## config.mk

```make
export PLATFORM = sky130hd
export DESIGN_NAME = sample_accumulator
export DESIGN_NICKNAME = d
export VERILOG_FILES = /design/src/rtl/sample_accumulator.sv
export SDC_FILE = /design/constraint.sdc
export NUM_CORES = 1
export LEC_CHECK = 0
export CORE_MARGIN = 2
export CORE_UTILIZATION = 42
export DETAILED_ROUTE_END_ITERATION = 10
export PLACE_DENSITY_LB_ADDON = 0.05
export REMOVE_ABC_BUFFERS = 1
export SETUP_SLACK_MARGIN = 0.3
export SYNTH_ARGS = -nofsm -noshare
export SYNTH_HDL_FRONTEND = slang
export SYNTH_SLANG_ARGS = --single-unit
export TNS_END_PERCENT = 10
```

## constraint.sdc

```tcl
create_clock -name clk -period 3.3 [get_ports clk]
set_input_delay 0.825 -clock clk [delete_from_list [all_inputs] [get_ports clk]]
set_output_delay 0.825 -clock clk [all_outputs]
set_load 0.03 [all_outputs]
```

## src/rtl/sample_accumulator.sv

```systemverilog
// Burst front end for the external 11-bit ripple-carry adder: feeds acc and each
// sample to the adder, registers Sum back, and hands the total downstream.
module sample_accumulator #(
    parameter int N_SAMPLES = 8,
    parameter int DATA_W    = 8
) (
    input  logic              clk,
    input  logic              rst,
    input  logic              start,
    input  logic              in_valid,
    input  logic [DATA_W-1:0] in_data,
    output logic              in_ready,
    output logic [10:0]       add_a,
    output logic [10:0]       add_b,
    output logic              add_cin,
    input  logic [10:0]       add_sum,
    input  logic              add_cout,
    output logic              out_valid,
    output logic [10:0]       out_sum,
    input  logic              out_ack,
    output logic              busy,
    output logic              overflow
);

    typedef enum logic [1:0] {
        IDLE  = 2'd0,
        ACCUM = 2'd1,
        DONE  = 2'd2
    } state_t;

    localparam logic [7:0] LAST_COUNT = 8'(N_SAMPLES);

    state_t      state;
    logic [10:0] acc;
    logic [7:0]  count;
    logic [7:0]  count_next;
    logic        accept;

    assign add_a      = acc;
    assign add_b      = 11'(in_data);
    assign add_cin    = 1'b0;
    assign out_sum    = acc;
    assign accept     = in_valid && in_ready;
    assign count_next = count + 8'd1;

    // Flags are registered alongside the state so they change only on clock edges
    // (or immediately under reset); acc is left alone on exit so out_sum persists.
    always_ff @(posedge clk or posedge rst) begin
        if (rst) begin
            state     <= IDLE;
            acc       <= 11'd0;
            count     <= 8'd0;
            overflow  <= 1'b0;
            in_ready  <= 1'b0;
            out_valid <= 1'b0;
            busy      <= 1'b0;
        end else begin
            case (state)
                IDLE: begin
                    if (start) begin
                        state    <= ACCUM;
                        acc      <= 11'd0;
                        count    <= 8'd0;
                        overflow <= 1'b0;
                        in_ready <= 1'b1;
                        busy     <= 1'b1;
                    end
                end
                ACCUM: begin
                    if (accept) begin
                        acc      <= add_sum;
                        count    <= count_next;
                        overflow <= overflow | add_cout;
                        if (count_next == LAST_COUNT) begin
                            state     <= DONE;
                            in_ready  <= 1'b0;
                            out_valid <= 1'b1;
                        end
                    end
                end
                DONE: begin
                    if (out_ack) begin
                        state     <= IDLE;
                        out_valid <= 1'b0;
                        busy      <= 1'b0;
                    end
                end
                default: begin
                    state     <= IDLE;
                    in_ready  <= 1'b0;
                    out_valid <= 1'b0;
                    busy      <= 1'b0;
                end
            endcase
        end
    end

endmodule

```

Word level (Yosys, flattened, before mapping):

Index checks and enable logic that the tools add are counted.

* bits of input ports: 25
* flip-flop bits (word level): 25
* word-level logic and storage cells: 50

* $add $sub $neg: 1
* equality and inequality tests: 7
* bitwise gates (word level): 4
* muxes and demuxes: 23
* reductions and logical operators: 8

Operators by type and width (number)
* 11-bit 2-to-1 mux: 2
* 11-bit case mux with 2 select lines: 1
* 8-bit 2-to-1 mux: 2
* 8-bit case mux with 2 select lines: 1
* 4-bit AND reduction: 3
* 1-bit case mux with 3 select lines: 3
* 8-bit by 1-bit adder with 8-bit output, second input constant: 1
* 8-bit by 4-bit == test with 1-bit output, second input constant: 1
* 1-bit 2-to-1 mux: 8
* 2-bit 2-to-1 mux: 4
* 2-bit inequality test, second input constant: 4
* 2-bit case mux with 3 select lines: 1
* 3-bit AND reduction: 2
* 1-bit inverter: 3
* 2-bit by 1-bit == test with 1-bit output, second input constant: 1
* 2-bit == test, second input constant: 1
* 2-bit zero test: 1
* 1-bit case mux with 2 select lines: 1
* 2-bit nonzero test: 1
* 1-bit logical AND: 1
* 1-bit bitwise OR: 1

Longest topological paths before layout:

* depth after elaboration: 5
* mapped depth: 7

Worst setup path before layout:

OpenSTA, ideal clock, no wires.

* kind: input-to-output
* from: input port in_data[0]
* to: output port add_b[0]
* data arrival time: 0.970 ns
* stages: 1
* required time: 2.475 ns
* setup slack: 1.505 ns
* cells stage by stage: buf_4

RTL lines
* start: declaration: line 11 `input logic [DATA_W-1:0] in_data,`
* end: declaration: line 14 `output logic [10:0] add_b,`

No word-level cell between the ends.

Worst setup path in the final report:

* from: register in_ready
* to: output port in_ready

RTL lines
* start: declaration: line 12 `output logic in_ready,`
* start signal: assignment: line 54 `in_ready <= 1'b0;`
* start signal: assignment: line 65 `in_ready <= 1'b1;`
* start signal: assignment: line 76 `in_ready <= 1'b0;`

No word-level cell between the ends.

==> impl_metrics.json <==
{
  "synthTopCellsByCount": "25 x dfrtp_1, 25 x nand2_1, 23 x buf_4",
  "synth-edff-count": 0,
  "r2r-start": "state[1]$_DFFE_PP0P_",
  "clkTransAtPathRegs_ps": 130,
  "syn_avg_cell_area_um2": 9.135,
  "worstSetupStartpoint": "in_ready$_DFFE_PP0P_",
  "ir_drop_v": 0.0004208,
  "worstMarginPinSlew_ps": 762.9,
  "wl_um": 2922,
  "critPathCapture": "in_ready",
  "powerDensity_nw_per_um2": 854.0,
  "dpl.hpwl_um": 2040,
  "hold_class": "flip-flop to flip-flop",
  "crit_fanout": 7,
  "clock_latency_ps": 320,
  "p_leak_nw": 0.7604,
  "postCtsSetupBuffers": 0,
  "drt_iter0_markers": 31,
  "cp_data_required_time_ps": 2470,
  "critPathArrivalTime_ps": 1490,
  "place.gp.congestion": 0.8368,
  "crit_chain": "clkdlybuf4s50_1",
  "synth_ff_type": "dfrtp_1",
  "placed_area_um2": 1702,
  "die_x_um": 62.25,
  "status": "completed",
  "cts_buffer_depth": 2,
  "cts_hold_buf": 0,
  "port_buffers": 42,
  "row_count": 21,
  "finalNonFillerCells": 221,
  "start_util_pct": 43.39,
  "wl_met2_um": 1391,
  "crit_family": "buffers and inverters",
  "yosys.area.top_type": "dfrtp_1",
  "antenna_cells": 0,
  "grt_max_degree": 27,
  "io-pin-count": 63,
  "top_layer_used": "met4",
  "startpoint_type": "flip-flop",
  "fillCellCount": 331,
  "wl_per_cell_um": 13.22,
  "endpoint_kind": "output pin",
  "ctsResizeCount": 0,
  "grt_pass1_vias": 1109,
  "ys_types": 33,
  "setup_viol": 0,
  "dr_wl_met3_um": 207,
  "fin_area_um2": 1728,
  "cap_violations": 0,
  "grt_pass1_wl_um": 4974,
  "synth_area_leaders": "dfrtp_1 44%, buf_4 12%, o21ai_0 7.7%, nand2_1 6.6%, a22o_1 3.1%",
  "wirelength_met1_um": 1301,
  "grt_overflow": 0,
  "synth_top_area_share_pct": 43.90,
  "finClkSkew_ps": 6.009,
  "firstDrtPassIters": 4,
  "clock_sinks": 25,
  "crit_slowest_cell": "clkdlybuf4s50_1",
  "reg2regPathDepth": 4,
  "fin_crit_ps": 2312,
  "ff2ff_setup_slack_ps": 1260,
  "vias_per_cell": 5.063,
  "max_freq_ghz": 0.4325,
  "synth_cells": 156,
  "rsz0062_at_grt": "false",
  "critPathBufInv": 1,
  "remaining_drc_errors": 0,
  "worst_r2r_endpoint": "count[7]$_DFFE_PP0P_",
  "utilization_pct": 52.61,
  "cts_htree_levels": 1,
  "yosysSeqAreaShare_pct": 43.90,
  "slowest_delay_ps": 710,
  "cts_root_buf": "clkbuf_4",
  "dieArea_um2": 3875,
  "cts_tree": "yes",
  "drive_gt1_share_pct": 5.714,
  "finalMaxSlewViolations": 0,
  "die_h_um": 62.25,
  "numCtsBuffers": 3,
  "syn-cell-area_um2": 1425,
  "synthArstFlopShare_pct": 100.0,
  "ys_ff_latch": 25,
  "hold_viol": 0,
  "critical_path_depth": 1,
  "fin_crit_sh_pct": 70.06,
  "antenna_found_initial": 0,
  "core-area_um2": 3284,
  "relSlewSlack_pct": 49.02,
  "vias": 1119,
  "finalSetupTns_ps": 0,
  "nets": 203,
  "final_antenna_net_count": 0,
  "yosysWarningCount": 0,
  "area_growth_pct": 21.25,
  "grt_util_all_layers_pct": 15.87,
  "crit_type": "flip-flop to output pin",
  "dpl.cell_count": 217
}
==> stage by stage <==
stage	power, mW	setup slack [ps]	hold WS [ps]
2_1_floorplan	0.9875	1532	538.8
3_3_place_gp	1.337	754.0	488.7
3_5_place_dp	1.353	685.3	502.2
4_1_cts	1.498	979.9	535.7
5_1_grt	1.581	836.7	570.0
6_report	1.476	988.0	524.4
==> per-layer routing <==
metal / vias up / track usage [%]
li1: 544 / -
met1: 527 / 18.79
met2: 46 / 27.04
met3: 2 / 3.986
met4: 0 / 7.500
met5: - / 0
==> placed cells by master (no fill, tap or decap), types with 2 or more instances in the layout <==
master           instances
nand3_1                  7
nor2b_1                  2
o21ai_0                 22
xor2_1                   2
clkdlybuf4s50_1         42
nand2_1                 25
conb_1                   4
a21oi_1                  4
ha_1                     2
clkbuf_4                 3
o31ai_1                  2
dfrtp_1                 25
inv_1                    5
nor2_1                   6
a22o_1                   5
nand2b_1                 2
==> flip-flops by register name (all words and copies together), names as in the netlist <==
| register | flops |
|---|---|
| in_ready | 1 |
| add_a | 11 |
| busy | 1 |
| overflow | 1 |
| out_valid | 1 |
| count | 8 |
| state | 2 |
==> cell families after synthesis <==
kind of cell    Yosys count  share of synthesized area [%]
flops                    25                          43.90
other cells               1                         0.2631
compound gates           42                          19.23
xor+xnor                  3                          1.844
buf+inv                  36                          16.77
simple gates             47                          16.24
fa+ha+maj                 2                          1.756
==> report_power, final <==
group	switching, mW	internal (mW)
sequential	0.110	0.409
clock	0.0912	0.0473
combinational	0.483	0.336
==> worst reg2reg max path: stages, from the launching register on <==
cell and delay (ps):
dfrtp_1 480, nor2b_1 510, nand3_1 450, or3_1 470, o21ai_0 70
==> worst min path at each step <==
| stage | cells after the start | end | slack, ps | from |
|---|---|---|---|---|
| 4_1_cts | 2 | add_a[0]$_DFFE_PP0P_ | 540 | add_a[0]$_DFFE_PP0P_ |
| 5_1_grt | 1 | add_a[10]$_DFFE_PP0P_ | 570 | add_a[10]$_DFFE_PP0P_ |
| 6_report | 2 | add_a[3]$_DFFE_PP0P_ | 520 | add_a[3]$_DFFE_PP0P_ |
| 3_5_place_dp | 1 | add_a[6]$_DFFE_PP0P_ | 500 | add_a[6]$_DFFE_PP0P_ |
| 2_1_floorplan | 2 | count[1]$_DFFE_PP0P_ | 540 | count[1]$_DFFE_PP0P_ |
| 3_3_place_gp | 2 | add_a[1]$_DFFE_PP0P_ | 490 | add_a[1]$_DFFE_PP0P_ |
==> layout make-up <==
| class | count | area, µm² | share of cell area [%] |
|---|---|---|---|
| sequential | 25 | 625.6 | 36.21 |
| multi-input combinational | 98 | 571.8 | 33.09 |
| timing repair buffer | 43 | 427.9 | 24.76 |
| tap | 46 | 57.56 | 3.331 |
| clock buffer | 4 | 26.28 | 1.521 |
| inverter | 5 | 18.77 | 1.086 |
(Power assumes the default switching activity.)
==> RTL edit 1, RTL diff (same settings) <==
Put one more register stage on the output `overflow`. The value now appears one clock later. The other outputs are not delayed to match.
--- a/src/rtl/sample_accumulator.sv
+++ b/src/rtl/sample_accumulator.sv
@@ -30,6 +30,8 @@
 
     localparam logic [7:0] LAST_COUNT = 8'(N_SAMPLES);
 
+    logic overflow_s0;
+
     state_t      state;
     logic [10:0] acc;
     logic [7:0]  count;
@@ -50,7 +52,7 @@
             state     <= IDLE;
             acc       <= 11'd0;
             count     <= 8'd0;
-            overflow  <= 1'b0;
+            overflow_s0 <= 1'b0;
             in_ready  <= 1'b0;
             out_valid <= 1'b0;
             busy      <= 1'b0;
@@ -61,7 +63,7 @@
                         state    <= ACCUM;
                         acc      <= 11'd0;
                         count    <= 8'd0;
-                        overflow <= 1'b0;
+                        overflow_s0 <= 1'b0;
                         in_ready <= 1'b1;
                         busy     <= 1'b1;
                     end
@@ -70,7 +72,7 @@
                     if (accept) begin
                         acc      <= add_sum;
                         count    <= count_next;
-                        overflow <= overflow | add_cout;
+                        overflow_s0 <= overflow_s0 | add_cout;
                         if (count_next == LAST_COUNT) begin
                             state     <= DONE;
                             in_ready  <= 1'b0;
@@ -95,5 +97,9 @@
         end
     end
 
+    always_ff @(posedge clk) begin
+        overflow <= overflow_s0;
+    end
+
 endmodule
 
Behaviour: not the same (a bounded check fails within 4 cycles, from zero or initial values and one cycle with rst high).
==> RTL edit 1 against the unedited design <==
First-iteration DRC count grew 45%. Via count is 3.2% lower. Power rose by 8.8%. Die area shrank 1.6%. Design area grew 1.1%. Sequential power up 3%. Sequential cell count is 1 higher. Synthesized cell count shrank 3.2%. Area after synthesis down 1.8%. Critical path depth is the same. Worst setup slack worse by 0.033 ns. Wire length shrank 0.68%. Critical path type unchanged. Critical endpoint unchanged. Highest routed layer unchanged.
==> RTL edit 1: results (changes against the unedited design) <==
- The number of instances in the synthesized netlist was 151 (was 156).
- Compound-cell area share of the yosys netlist: 0.181 (was 0.192)
- The cell-internal power is 908 µW (was 792 µW).
- The final hold slack came to 0.429 ns (was 0.524 ns).
- Worst Tran Pin Value: 0.748 ns (was 0.763 ns)
- Maximum number of pins on one net before global-route repair: 28 (was 27)
- Violation count after the first detailed-routing iteration: 45 (was 31)
- The via count of the first global-routing pass is 1,045 (was 1,109).
* Layout cell share with drive strength beyond 1: 0.0698 (was 0.0571)
- Depth of the worst hold-timing path: 0 (was 2)
- Top cells by count, synth: 26 x nand2_1, 25 x dfrtp_1, 23 x buf_4 (was 25 x dfrtp_1, 25 x nand2_1, 23 x buf_4)
* Core Rows: 20 (was 21)
* Worst-case hold path end point: overflow (was add_a[3])
- The multiplexer share of the synthesized area was 0.00715 (was 0).
* Non-filler instance count after layout: 216 (was 221)
* Via Count: 1,083 (was 1,119)
* Maximum vdd ir drop: 0.485 mV (was 0.421 mV)
- DRT Pass-1 Iters: 3 (was 4)
* Hold Startpoint: overflow_s0 (was add_a[3])
- The number of nets in the finished design was 200 (was 203).
* Outcome: finished clean (unchanged)
* Fraction of registers with async set or reset after synthesis: 0.962 (was 1.00)
- The largest fanout on the critical path is 8 (was 7).
- The number of cells on the worst reg-to-reg path was 5 (was 4).
- The worst-case register-to-register setup slack is 1.32 ns (was 1.26 ns).
- The clock-pin slew reported for the worst setup and hold paths after clock tree synthesis came to 0.15 ns (was 0.13 ns).
- Ranking of synthesized cells by area: dfrtp_1 45%, buf_4 12%, o21ai_0 7.5% (was dfrtp_1 44%, buf_4 12%, o21ai_0 7.7%).
- Number of flip-flops under the largest register name: 11 (unchanged)
* Routed WL per cell: 13.4 µm (was 13.2 µm)
* Part of the Yosys area used for sequential elements: 0.461 (was 0.439)
- Static leakage: 0.750 nW (was 0.760 nW)
* Unique cell type count in the Yosys netlist: 38 (was 33)
- The clock latency on the worst-skew pair came to 0.34 ns (was 0.32 ns).
- Area share of fa/ha/maj cells after synthesis: 0.0179 (was 0.0176)
* Placer congestion estimate: 0.820 (was 0.837)
- The critical path arrival is 1.52 ns (was 1.49 ns).
- The number of cells in the design after placement was 212 (was 217).
- The total half-perimeter wirelength after legalization and detailed placement is 2030 µm (was 2040 µm).
- The global-route usage over all layers is 0.171 (was 0.159).
- The count of fill cells added during filler insertion is 292 (was 331).
- The global-route wire length before repair came to 4840 µm (was 4970 µm).
* Beginning of the worst register-to-register path: state[0] (was state[1])
- Xor and xnor area share after synthesis: 0.0125 (was 0.0184)
- Setup Skew: 0.0118 ns (was 0.00601 ns)
-- RTL edit 1: how the worst max path moves through the flow --
stage,cells after the start,slack [ns],end,from
floorplan,6,1.51,in_ready,count[0]
CTS,1,0.94,in_ready,in_ready
global placement,6,0.87,count[6],in_valid
global route,1,0.88,in_ready,in_ready
finish,1,0.96,in_ready,in_ready
detailed placement,6,0.83,count[6],in_valid
-- RTL edit 1: cell families (layout without fill, tap and decap cells) --
family	Yosys count	count (layout)
fa+ha+maj	2	2
xor+xnor	2	2
other cells	1	4
buf+inv	31	49
simple gates	50	50
mux	1	1
compound gates	38	38
flops	26	26
-- RTL edit 1: per-layer routing --
metal | global-route usage | share of wire | up-vias
met3 | 0.0518 | 0.072 | 5
met4 | 0.0729 | 0.018 | 0
met2 | 0.269 | 0.48 | 43
li1 | - | - | 529
met1 | 0.219 | 0.43 | 506
met5 | 0 | 0 | -
-- RTL edit 1: area by class of cell --
cell class              count  area (µm²)  share of cell area
well taps                  44        55.1              0.0315
clock buffers               3        22.5              0.0129
clock inverters             1        30.0              0.0172
repair buffers             43         428               0.245
flip-flops and latches     26         646               0.370
multi-input cells          97         558               0.319
inverters                   2        7.51             0.00430
-- RTL edit 1: per-stage QoR --
stage	util	power, mW	setup slack, ns
floorplan	-	1.02	1.51
global placement	0.546	1.38	0.866
detailed placement	0.546	1.40	0.830
CTS	0.563	1.62	0.943
global route	0.563	1.71	0.875
finish	0.563	1.60	0.955
-- RTL edit 1: power by group through the flow --
| stage | clock [mW] | sequential [mW] | combinational, mW |
|---|---|---|---|
| floorplan | 0 | 0.810 | 0.214 |
| global placement | 0 | 0.536 | 0.849 |
| detailed placement | 0 | 0.540 | 0.855 |
| CTS | 0.227 | 0.537 | 0.856 |
| global route | 0.240 | 0.559 | 0.912 |
| finish | 0.223 | 0.535 | 0.847 |
==> RTL edit 2, RTL diff (same flow settings) <==
Without the edit above. The parameter `N_SAMPLES` goes from 8 to 6.
--- a/src/rtl/sample_accumulator.sv
+++ b/src/rtl/sample_accumulator.sv
@@ -1,7 +1,7 @@
 // Burst front end for the external 11-bit ripple-carry adder: feeds acc and each
 // sample to the adder, registers Sum back, and hands the total downstream.
 module sample_accumulator #(
-    parameter int N_SAMPLES = 8,
+    parameter int N_SAMPLES = 6,
     parameter int DATA_W    = 8
 ) (
     input  logic              clk,
Check against the original RTL: not equivalent (Yosys sat finds a counterexample within 10 cycles, from zero or initial values and one cycle with rst high).
==> RTL edit 2 against the unedited design <==
Die area decreased by 5.2%. Worst setup slack improved by 0.053 ns. Sequential cell count unchanged. Power increased by 6.4%. Area after synthesis decreased by 5.5%. Core utilization increased by 2.1 points. Wire length decreased by 9.3%. Design area decreased by 3.4%. Largest cell class unchanged. Largest power group unchanged. Highest routed layer unchanged.
==> RTL edit 2: results (changes against the unedited design) <==
- Hold Startpoint: overflow (was add_a[3])
- Top cells by count, synth: 25 x dfrtp_1, 24 x buf_4, 20 x nand2_1 (was 25 x dfrtp_1, 25 x nand2_1, 23 x buf_4)
* Setup Skew: 0.0147 ns (was 0.00601 ns)
- Violation count after the first detailed-routing iteration: 64 (was 31)
* Switching pwr: 722 µW (was 684 µW)
- The global-route wire length before repair is 4350 µm (was 4970 µm).
- The fraction of power consumed by the clock network came to 0.086 (was 0.094).
- Outcome: finished clean (unchanged)
- Static leakage: 0.754 nW (was 0.760 nW)
* Part of the Yosys area used for sequential elements: 0.465 (was 0.439)
* Worst r2r path cells: 5 (was 4)
- Ranking of synthesized cells by area: dfrtp_1 46%, buf_4 13%, o21ai_0 6.3% (was dfrtp_1 44%, buf_4 12%, o21ai_0 7.7%)
- The global-route usage over all layers is 0.158 (was 0.159).
* Placed inst area: 1640 µm² (was 1700 µm²)
* Beginning of the worst register-to-register path: state[1] (unchanged)
- The layout cell share with drive strength beyond 1 is 0.0802 (was 0.0571).
* Number of nets in the layout: 190 (was 203)
- Sequential fraction of design power: 0.334 (was 0.351)
- Via Count: 1,003 (was 1,119)
- Placer congestion estimate: 0.746 (was 0.837)
* Worst Tran Pin Value: 0.928 ns (was 0.763 ns)
* Critical path peak fanout: 5 (was 7)
* Slack of the worst reg-to-reg path: 1.71 ns (was 1.26 ns)
* Post-detailed-routing wire length: 2650 µm (was 2920 µm)
* Mean area per synthesized cell: 9.62 µm² (was 9.14 µm²)
- The post-layout utilization of the core came to 0.547 (was 0.526).
- The critical path arrival was 1.43 ns (was 1.49 ns).
- The power of the sequential group was 524 µW (was 518 µW).
* Maximum single-stage delay on the critical path: 0.69 ns (was 0.71 ns)
- Via count of the first global-routing pass: 951 (was 1,109)
* Worst-case hold path end point: overflow (was add_a[3])
- The number of cells in the design after placement is 202 (was 217).
RTL edit 2: cell type report:
class	instances	area share
Sequential cell	25	0.375
Multi-Input combinational cell	86	0.309
Timing Repair Buffer	44	0.261
Tap cell	44	0.0330
Clock buffer	4	0.0157
Inverter	3	0.00675
RTL edit 2: worst min-delay path: stages (launching register included):
cell and delay (ns):
dfrtp_1 0.36, a21oi_1 0.04, nor2_1 0.08
RTL edit 2: logic make-up after synthesis:
logic type      synth area share
xor+xnor                  0.0195
buf+inv                    0.161
simple gates               0.155
fa+ha+maj                 0.0186
flops                      0.465
other cells              0.00279
compound gates             0.178
RTL edit 2: routing by layer:
metal,track usage,part of all wire,vias to the layer above
met5,0,0,-
met4,0.0280,0.0045,0
met3,0.0640,0.087,2
met2,0.241,0.43,46
met1,0.215,0.48,458
li1,-,-,497
